`config.mk`:
```
export PLATFORM = sky130hd
export DESIGN_NAME = pic_priority_scheduler
export DESIGN_NICKNAME = d
export VERILOG_FILES = /design/src/rtl/pic_priority_scheduler.sv
export SDC_FILE = /design/constraint.sdc
export NUM_CORES = 1
export LEC_CHECK = 0
export ABC_AREA = 1
export CORE_MARGIN = 2
export CORE_UTILIZATION = 52
export CTS_CLUSTER_SIZE = 10
export DETAILED_ROUTE_END_ITERATION = 8
export PLACE_DENSITY = 0.95
export SYNTH_ARGS = -nofsm -noshare
export SYNTH_HDL_FRONTEND = slang
export SYNTH_SLANG_ARGS = --single-unit
```
`constraint.sdc`:
```
create_clock -name clk -period 5.3 [get_ports clk]
set_input_delay 0.53 -clock clk [delete_from_list [all_inputs] [get_ports clk]]
set_output_delay 0.53 -clock clk [all_outputs]
set_load 0.03 [all_outputs]
```
`src/rtl/pic_priority_scheduler.sv`:
```
// pic_priority_scheduler
// Interrupt scheduler for an 8259-style PIC. Tracks pending (irr) and in-service
// (isr) levels, picks the highest-priority unmasked request under fully-nested
// or rotating priority, and sequences the inta1/inta2 acknowledge handshake.
//
// Optional feature macro: PIC_ROTATE_EN builds the rotating-priority pointer.
// Without it, `rotate` is ignored and IR0 is always highest.
//
// Ports:
//   clk, rst        clock, synchronous active-high reset
//   ir_in           request lines (already synchronised)
//   level_mode      1 = level-triggered, 0 = edge-triggered
//   imr             interrupt mask (1 = masked)
//   rotate, aeoi    rotating priority / automatic EOI controls
//   eoi, seoi       non-specific / specific EOI strobes, seoi_level target
//   inta1, inta2    acknowledge pulses
//   int_req         request to CPU
//   vector_num      level being serviced
//   vector_valid    one-cycle pulse after inta2
//   irr, isr        request / in-service registers
module pic_priority_scheduler #(
    parameter int unsigned NUM_IR = 8
) (
    input  logic              clk,
    input  logic              rst,
    input  logic [NUM_IR-1:0] ir_in,
    input  logic              level_mode,
    input  logic [NUM_IR-1:0] imr,
    input  logic              rotate,
    input  logic              aeoi,
    input  logic              eoi,
    input  logic              seoi,
    input  logic [2:0]        seoi_level,
    input  logic              inta1,
    input  logic              inta2,
    output logic              int_req,
    output logic [2:0]        vector_num,
    output logic              vector_valid,
    output logic [NUM_IR-1:0] irr,
    output logic [NUM_IR-1:0] isr
);

    typedef enum logic [1:0] {ST_IDLE, ST_REQ, ST_ACK1} state_t;

    state_t            state, state_nx;
    logic [NUM_IR-1:0] prev_ir;
    logic [NUM_IR-1:0] irr_nx, isr_nx;
    logic [2:0]        vector_num_nx;
    logic              vector_valid_nx, int_req_nx;
    logic              spurious, spurious_nx;
    logic [2:0]        lowest;

    // Rank of the highest-priority set bit (0 = highest, 8 = none).
    function automatic logic [3:0] top_rank(input logic [NUM_IR-1:0] vec,
                                            input logic [2:0] low);
        logic [3:0] r;
        r = 4'd8;
        for (int k = 7; k >= 0; k--) begin
            if (vec[3'(low + 3'(k) + 3'd1)]) r = 4'(k);
        end
        return r;
    endfunction

    logic [3:0] cand_rank, isr_rank;
    logic [2:0] cand_level, isr_level;
    logic       eligible;

    assign cand_rank  = top_rank(irr & ~imr, lowest);
    assign isr_rank   = top_rank(isr, lowest);
    assign cand_level = 3'(lowest + cand_rank[2:0] + 3'd1);
    assign isr_level  = 3'(lowest + isr_rank[2:0] + 3'd1);
    // Candidate must strictly out-rank everything in service (rank 8 = none).
    assign eligible   = (cand_rank < isr_rank);

`ifdef PIC_ROTATE_EN
    logic [2:0] lowest_nx;
`else
    logic unused_rotate;
    assign unused_rotate = rotate;
    assign lowest        = 3'd7;
`endif

    // Next-state and register-input logic.
    always_comb begin
        logic [NUM_IR-1:0] isr_clr, isr_set, irr_clr;
        state_nx        = state;
        vector_num_nx   = vector_num;
        vector_valid_nx = 1'b0;
        spurious_nx     = spurious;
        isr_clr         = '0;
        isr_set         = '0;
        irr_clr         = '0;
`ifdef PIC_ROTATE_EN
        lowest_nx       = lowest;
`endif

        case (state)
            ST_IDLE: begin
                if (eligible) state_nx = ST_REQ;
            end
            ST_REQ: begin
                if (inta1) begin
                    state_nx = ST_ACK1;
                    if (eligible) begin
                        vector_num_nx = cand_level;
                        isr_set       = NUM_IR'(1) << cand_level;
                        irr_clr       = level_mode ? '0 : (NUM_IR'(1) << cand_level);
                        spurious_nx   = 1'b0;
                    end else begin
                        vector_num_nx = 3'd7;
                        spurious_nx   = 1'b1;
                    end
                end
            end
            ST_ACK1: begin
                if (inta2) begin
                    state_nx        = ST_IDLE;
                    vector_valid_nx = 1'b1;
                    if (aeoi && !spurious) begin
                        isr_clr = NUM_IR'(1) << vector_num;
`ifdef PIC_ROTATE_EN
                        if (rotate) lowest_nx = vector_num;
`endif
                    end
                end
            end
            default: state_nx = ST_IDLE;
        endcase

        // EOI works on the pre-cycle isr; an explicit EOI overrides AEOI rotation.
        if (seoi) begin
            isr_clr = isr_clr | (NUM_IR'(1) << seoi_level);
`ifdef PIC_ROTATE_EN
            if (rotate) lowest_nx = seoi_level;
`endif
        end else if (eoi && !isr_rank[3]) begin
            isr_clr = isr_clr | (NUM_IR'(1) << isr_level);
`ifdef PIC_ROTATE_EN
            if (rotate) lowest_nx = isr_level;
`endif
        end

        isr_nx     = (isr & ~isr_clr) | isr_set;
        irr_nx     = level_mode ? ir_in : ((irr & ~irr_clr) | (ir_in & ~prev_ir));
        int_req_nx = (state_nx != ST_IDLE);
    end

    // State and output registers.
    always_ff @(posedge clk) begin
        if (rst) begin
            state        <= ST_IDLE;
            prev_ir      <= '0;
            irr          <= '0;
            isr          <= '0;
            vector_num   <= 3'd0;
            vector_valid <= 1'b0;
            int_req      <= 1'b0;
            spurious     <= 1'b0;
        end else begin
            state        <= state_nx;
            prev_ir      <= ir_in;
            irr          <= irr_nx;
            isr          <= isr_nx;
            vector_num   <= vector_num_nx;
            vector_valid <= vector_valid_nx;
            int_req      <= int_req_nx;
            spurious     <= spurious_nx;
        end
    end

`ifdef PIC_ROTATE_EN
    // Rotation pointer: lowest-priority level.
    always_ff @(posedge clk) begin
        if (rst) lowest <= 3'd7;
        else     lowest <= lowest_nx;
    end
`endif

endmodule

```
==> summary.md, run 1 <==
| Metric | Value |
|---|---|
| Status | `complete, no violations` |
| F_max | `approximately 330 MHz` |
| Core Region | `3390 um2` |
| Routed length per instance | `around 12 um` |
| Vias/cell | `a little over 5` |
| Pins Over Slew Limit | `0` |
| Slew HR | `23.7%` |
| Final instance area | `approximately 2400 um2` |
| WHS Path Cells | `3` |
| Global-route wire length before repair | `between 7000 and 8000 um` |
| Antenna violations before repair | `0` |
| Worst setup EP type | `flip-flop` |
| Die width | `roughly 64 um` |
| Yosys warning count | `0` |
| Hold_buf cts | `0` |
| Pwr dens | `between 200 and 300 nW/um2` |
| Crit Path Category | `in2reg` |
| Nets@finish | `roughly 370` |
| Clock root cell | `clkbuf_4` |
| Register Area | `around 640 um2` |
| PostCTS Resize Cnt | `0` |
| Vias | `about 2.0k` |
| Area taken by multi-input logic gates | `~990 um2` |
| Initial Utilization | `55.3%` |
| Syn_nets | `between 300 and 400` |
| Num CTS Buffers | `5` |
| CTS clk-pin slew, worst paths | `~100 ps` |
| DR iter-0 viols | `just over 100` |
| Hold Crit Class | `reg2reg` |
| Largest net degree at the start of global routing | `24` |
| DRT Wirelength | `~4500 um` |
| Share of cells above drive strength 1 | `a little under an eighth` |
| Peak supply drop | `approximately 0.16 mV` |
| Fin crit share | `~57%` |
| Fin Setup TNS | `0 ps` |
| Rows | `21` |
| Top cells by area, synth | `dfxtp_1 34%, nand2_1 15%, inv_1 10%` |
| Req. time, crit path | `around 5500 ps` |
| Worst setup SP type | `input pin` |
| Die Y | `about 64 um` |
| Dpl cell area | `about 2400 um2` |
| Final clock skew | `between 3 and 4 ps` |
| H-tree levels | `2` |
| Top_reg_cell synth | `dfxtp_1` |
| # DRC | `0` |
| Diode count | `0` |
| Syn Area/Cell | `~6.5 um2` |
| Post-Syn Area | `roughly 1900 um2` |
| Post-synth top area share | `~34%` |
| EDFF count, synth | `0` |
| DRT Pass-1 Iters | `4` |
| Global route overflow | `0` |
| Vias in the first global route | `~1.9k` |
| Leakage | `about 0.0011 uW` |
| Die area | `between 4000 and 5000 um2` |
| HP Start | `prev_ir[0]$_SDFF_PP0_` |
| Routability cong. | `0.935` |
| #FFs+latches synth | `32` |
| Dominant cell type by area after synthesis | `dfxtp_1` |
| Final min period | `3010 ps` |
| Netlist cell types | `27` |
| Crit Path Max Fanout | `11` |
| Asr flop ratio synth | `0%` |
| Worst-skew pair later-pin latency | `roughly 330 ps` |
| Number of max-cap violations | `0` |
| CTS tree | `yes` |
| Total power | `629 uW` |
| Io pins | `49` |
| Detailed placement HPWL | `roughly 3600 um` |
| CTS max path bufs | `2` |
| Final setup viols | `0` |
| Final-report hold violation count | `0` |
| FILL cells | `about 290` |
| GRT Resource Usage Total | `between 20% and 30%` |
| RSZ-0062 raised after global routing | `no` |
| Remaining antenna violation count | `0` |
| Setup crit start | `imr[4]` |
| PortBufs | `between 40 and 50` |
| Worst EP arrival | `roughly 3300 ps` |
| Worst R2R Path Depth | `10` |
| Post-Synthesis Cells | `approximately 290` |
| Slew @ Worst Pin | `approximately 1100 ps` |
| Seq/Total Area, Yosys | `around a third` |
| Area grow syn2layout | `29.6%` |
| Critical R2R Launch | `irr[0]$_SDFF_PP0_` |
| TritonCTS Sinks | `32` |
| Setup repair bufs after CTS | `0` |
## Yosys cell counts (3+ instances only)
master,number
inv_2,3
a21oi_1,7
dfxtp_1,32
ha_1,3
inv_1,52
nand2_2,4
nand3_2,8
nor2_1,38
nand3_1,21
nor3_1,8
nand2_1,74
nand4_1,8
a21oi_2,8
## registers in the layout (all words and copies together) (netlist names)
name / cells
irr: 8
vector_valid: 1
vector_num: 3
spurious: 1
prev_ir: 8
isr: 8
state: 2
int_req: 1
## layout make-up
class	count	area share (%)
Multi-Input combinational cell	194	40.7
Sequential cell	32	26.4
Timing Repair Buffer	47	19.4
Inverter	56	8.86
Tap cell	46	2.37
Clock buffer	5	1.55
Clock inverter	3	0.773
## layer usage
layer / GRT usage, % / vias up / part of all wire [%]
met5: 0 / - / 0
met4: 12.0 / 0 / 2.3
met3: 5.28 / 8 / 5.9
met2: 43.2 / 82 / 50
met1: 27.4 / 872 / 41
li1: - / 1002 / -
## per-stage QoR
| stage | hold WS [ps] | setup WS [ps] | util [%] | cells |
|---|---|---|---|---|
| after floorplan | 445 | 3320 | - | 287 |
| after global placement | 449 | 2130 | 70.0 | 375 |
| after detailed placement | 455 | 1940 | 70.0 | 375 |
| after CTS | 479 | 2300 | 71.7 | 383 |
| after global routing | 508 | 2030 | 71.7 | 383 |
| final | 478 | 2290 | 71.7 | 383 |
## placed cells by master (no fill, tap or decap)
master and n:
clkinv_4 2, o21ai_2 2, nand3_2 8, a21oi_4 1
o311ai_0 2, ha_1 3, nand2_1 74, dfxtp_1 32
nand4_1 8, a22oi_1 2, clkdlybuf4s50_1 47, nor2_2 1
a21oi_2 8, a31oi_1 2, nand3_1 21, a21oi_1 7
nor3_1 8, nand2_2 4, inv_2 3, inv_1 52
clkbuf_4 5, o31ai_1 1, o21ai_0 2, clkinv_2 2
nor2_1 38, nand2_4 2
## power by group
part | switching (uW) | total (uW) | internal (uW)
Clock | 86.8 | 138 | 50.8
Combinational | 136 | 215 | 79.1
Sequential | 14.8 | 276 | 261
Total | 238 | 629 | 391
## cell families after synthesis
family	Yosys count	share of synthesized area, %
AOI/OAI and AO/OA	27	10.7
buffers and inverters	61	13.1
adders and majority gates	3	2.00
DFF	32	34.2
and+or+nand+nor	164	40.0
## critical path, stage by stage
cell	delay (ps)
clkdlybuf4s50_1	470
inv_1	40
nand2_1	80
nand2_1	60
nor2_1	110
inv_1	70
nand2_1	170
inv_1	140
ha_1	210
a21oi_1	870
nand2_1	230
o21ai_0	220
inv_1	50
## path summary, 6_finish.rpt
| check | slack (ps) | end |
|---|---|---|
| setup / recovery | 2290 | spurious$_SDFFE_PP0P_ |
| hold reg to reg | 480 | irr[0]$_SDFF_PP0_ |
| hold / removal | 480 | irr[0]$_SDFF_PP0_ |
| setup reg to reg | 2600 | spurious$_SDFFE_PP0P_ |
Note: power is estimated with default switching activity, not from simulation.
==> inputs of run 2 (changes only) <==
--- a/config.mk
+++ b/config.mk
@@ -7,10 +7,10 @@
 export LEC_CHECK = 0
 export ABC_AREA = 1
 export CORE_MARGIN = 2
-export CORE_UTILIZATION = 52
+export CORE_UTILIZATION = 44
 export CTS_CLUSTER_SIZE = 10
 export DETAILED_ROUTE_END_ITERATION = 8
-export PLACE_DENSITY = 0.95
+export PLACE_DENSITY = 0.86
 export SYNTH_ARGS = -nofsm -noshare
 export SYNTH_HDL_FRONTEND = slang
 export SYNTH_SLANG_ARGS = --single-unit
==> constraint.sdc (replaced) <==
create_clock -name clk -period 2.6 [get_ports clk]
set_input_delay 0.26 -clock clk [delete_from_list [all_inputs] [get_ports clk]]
set_output_delay 0.26 -clock clk [all_outputs]
set_load 0.03 [all_outputs]
==> summary.md, run 2 (synthesis results as in run 1) <==
| Metric | Value |
|---|---|
| WHS | `468 ps (was 478 ps)` |
| Commonest non-fill, non-tap cell in the layout | `nand2_1 (unchanged)` |
| Final clock skew | `3.56 ps (was 3.76 ps)` |
| DR iter-0 viols | `145 (was 102)` |
| Crit-path cells | `clkdlybuf4s50_1 > inv_1 > nand2_1 > nand2_1 > nor2_1 > nand2_1 > inv_1 > ha_1 > nand2_1 > inv_1 > nand2_2 > nand2_1 > o21ai_0 > inv_1 (was clkdlybuf4s50_1 > inv_1 > nand2_1 > nand2_1 > nor2_1 > inv_1 > nand2_1 > inv_1 > ha_1 > a21oi_1 > nand2_1 > o21ai_0 > inv_1)` |
| Antenna violations before repair | `0 (unchanged)` |
| CTS max path bufs | `2 (unchanged)` |
| Io pins | `49 (unchanged)` |
| Net Sw Power | `478 uW (was 238 uW)` |
| Slew @ Worst Pin | `448 ps (was 1140 ps)` |
| Int Power | `884 uW (was 391 uW)` |
| Area grow syn2layout | `32.2% (was 29.6%)` |
| Crit Path Max Fanout | `11 (unchanged)` |
| Hold_buf cts | `0 (unchanged)` |
| Global route overflow | `0 (unchanged)` |
| Most frequent cells in the layout | `74 x nand2_1, 52 x inv_1, 47 x clkdlybuf4s50_1 (unchanged)` |
| Share of cells above drive strength 1 | `11.5% (was 11.3%)` |
| Worst-skew pair later-pin latency | `280 ps (was 330 ps)` |
| PortBufs | `47 (unchanged)` |
| Worst setup SP type | `input pin (unchanged)` |
| Fin crit share | `80.6%` |
| Status | `complete, no violations (unchanged)` |
| WHS Path Cells | `3 (unchanged)` |
| Vias in the first global route | `1,816 (was 1,874)` |
| Power share of the combinational group | `32.6% (was 34.2%)` |
| Remaining antenna violation count | `0 (unchanged)` |
| CTS clk-pin slew, worst paths | `60 ps (was 100 ps)` |
| Number of max-cap violations | `0 (unchanged)` |
| Global-route wire length before repair | `7450 um (was 7710 um)` |
| CP max stage cell | `clkdlybuf4s50_1 (was a21oi_1)` |
| Final-report hold violation count | `0 (unchanged)` |
| Largest net degree at the start of global routing | `14 (was 24)` |
| Clock root cell | `clkbuf_8 (was clkbuf_4)` |
| Initial Utilization | `46.2% (was 55.3%)` |
| Flop pwr share | `41.4% (was 43.9%)` |
| DRT Pass-1 Iters | `4 (unchanged)` |
| # placed instances | `382 (was 375)` |
| Critical path's top delay family | `simple AND/OR/NAND/NOR gates (was compound AO/OA/AOI/OAI gates)` |
| Switching share of power | `35.1% (was 37.8%)` |
| Die width | `69.3 um (was 64.0 um)` |
| Clock power frac | `26.0% (was 21.9%)` |
| CP peak stage delay | `450 ps (was 870 ps)` |
| Vias | `1,946 (was 1,964)` |
| Die area | `4800 um2 (was 4100 um2)` |
| Core Region | `4060 um2 (was 3390 um2)` |
| Slew HR | `69.8% (was 23.7%)` |
| Crit Path Category | `in2reg (unchanged)` |
| CP most frequent cell | `nand2_1` |
| WP depth | `14 (was 13)` |
| Worst setup EP type | `flip-flop (unchanged)` |
| Rows | `23 (was 21)` |
| H-tree levels | `2 (unchanged)` |
| Setup repair bufs after CTS | `0 (unchanged)` |
| PostCTS Resize Cnt | `0 (unchanged)` |
| Nets@finish | `370 (was 367)` |
| Pwr dens | `550 nW/um2 (was 259 nW/um2)` |
| Diode count | `0 (unchanged)` |
| TritonCTS Sinks | `32 (unchanged)` |
| RSZ-0062 raised after global routing | `no (unchanged)` |
| Fin Setup TNS | `0 ps (unchanged)` |
| F_max | `~480 MHz` |
| # DRC | `0 (unchanged)` |
| Die Y | `69.3 um (was 64.0 um)` |
| Routed length per instance | `11.3 um (was 11.9 um)` |
| CTS tree | `yes (unchanged)` |
| Final setup viols | `0 (unchanged)` |
| Final instance area | `2480 um2 (was 2430 um2)` |
| Worst R2R Path Depth | `12 (was 10)` |
| Pins Over Slew Limit | `0 (unchanged)` |
| FILL cells | `382 (was 288)` |
| Final min period | `between 2000 and 2500 ps` |
| Req. time, crit path | `2780 ps (was 5540 ps)` |
| Registers with the most flip-flops | `irr x8, isr x8, prev_ir x8 (unchanged)` |
| Peak supply drop | `0.372 mV (was 0.162 mV)` |
| Vias/cell | `5.00 (was 5.13)` |
| Num CTS Buffers | `5 (unchanged)` |
| Dpl cell area | `2400 um2 (was 2370 um2)` |
| GRT Resource Usage Total | `19.1% (was 24.4%)` |
| Routability cong. | `0.911 (was 0.935)` |
| Layout Cells excl Fill | `389 (was 383)` |
| DRT Wirelength | `4380 um (was 4550 um)` |
| CP bufs+invs | `5 (unchanged)` |
| Leakage | `0.00115 uW (was 0.00113 uW)` |
| Hold Crit Class | `reg2reg (unchanged)` |
| Detailed placement HPWL | `3580 um (was 3610 um)` |
| Worst EP arrival | `2270 ps (was 3250 ps)` |
| Fin util | `61.1% (was 71.7%)` |
## run 2: layer usage
metal / wire length (um) / GRT usage, %
met3: 287 / 4.94
met1: 1890 / 22.9
met2: 2120 / 32.1
met4: 87 / 8.50
met5: 0 / 0
## run 2: area by class of cell
cell class	count	area [um2]	area share, %
sequential	32	641	25.9
clock inverter	1	5.00	0.202
tap	50	62.6	2.53
multi-input combinational	194	988	39.9
timing repair buffer	50	493	19.9
inverter	56	215	8.69
clock buffer	6	72.6	2.93
## run 2: worst register-to-register path: stages, from the launching register on
cell     delay, ps
dfxtp_1        390
nor2_1          70
nor3_1         150
nor3_1          70
nor2_1          90
nand2_1        130
ha_1           320
nand2_1         60
nand2_1         50
nand2_2        220
nand2_1        140
o21ai_0        170
inv_1           50
## run 2: final timing paths
check                             start                    endpoint  slack [ps]
setup reg to reg      isr[6]$_SDFF_PP0_  vector_num[2]$_SDFFE_PP0P_         580
hold / removal    prev_ir[0]$_SDFF_PP0_           irr[0]$_SDFF_PP0_         470
hold reg to reg   prev_ir[0]$_SDFF_PP0_           irr[0]$_SDFF_PP0_         470
setup / recovery                 imr[0]  vector_num[2]$_SDFFE_PP0P_         500
## run 2: power groups by stage
stage	sequential, uW	clock [uW]	combinational (uW)
after floorplan	622	0	253
after global placement	572	0	432
after detailed placement	573	0	444
after CTS	563	366	446
after global routing	569	386	493
final	563	354	445
## run 2: metrics by stage
stage	total power, uW	setup WS [ps]
after floorplan	875	622
after global placement	1000	267
after detailed placement	1020	185
after CTS	1370	492
after global routing	1450	314
final	1360	504
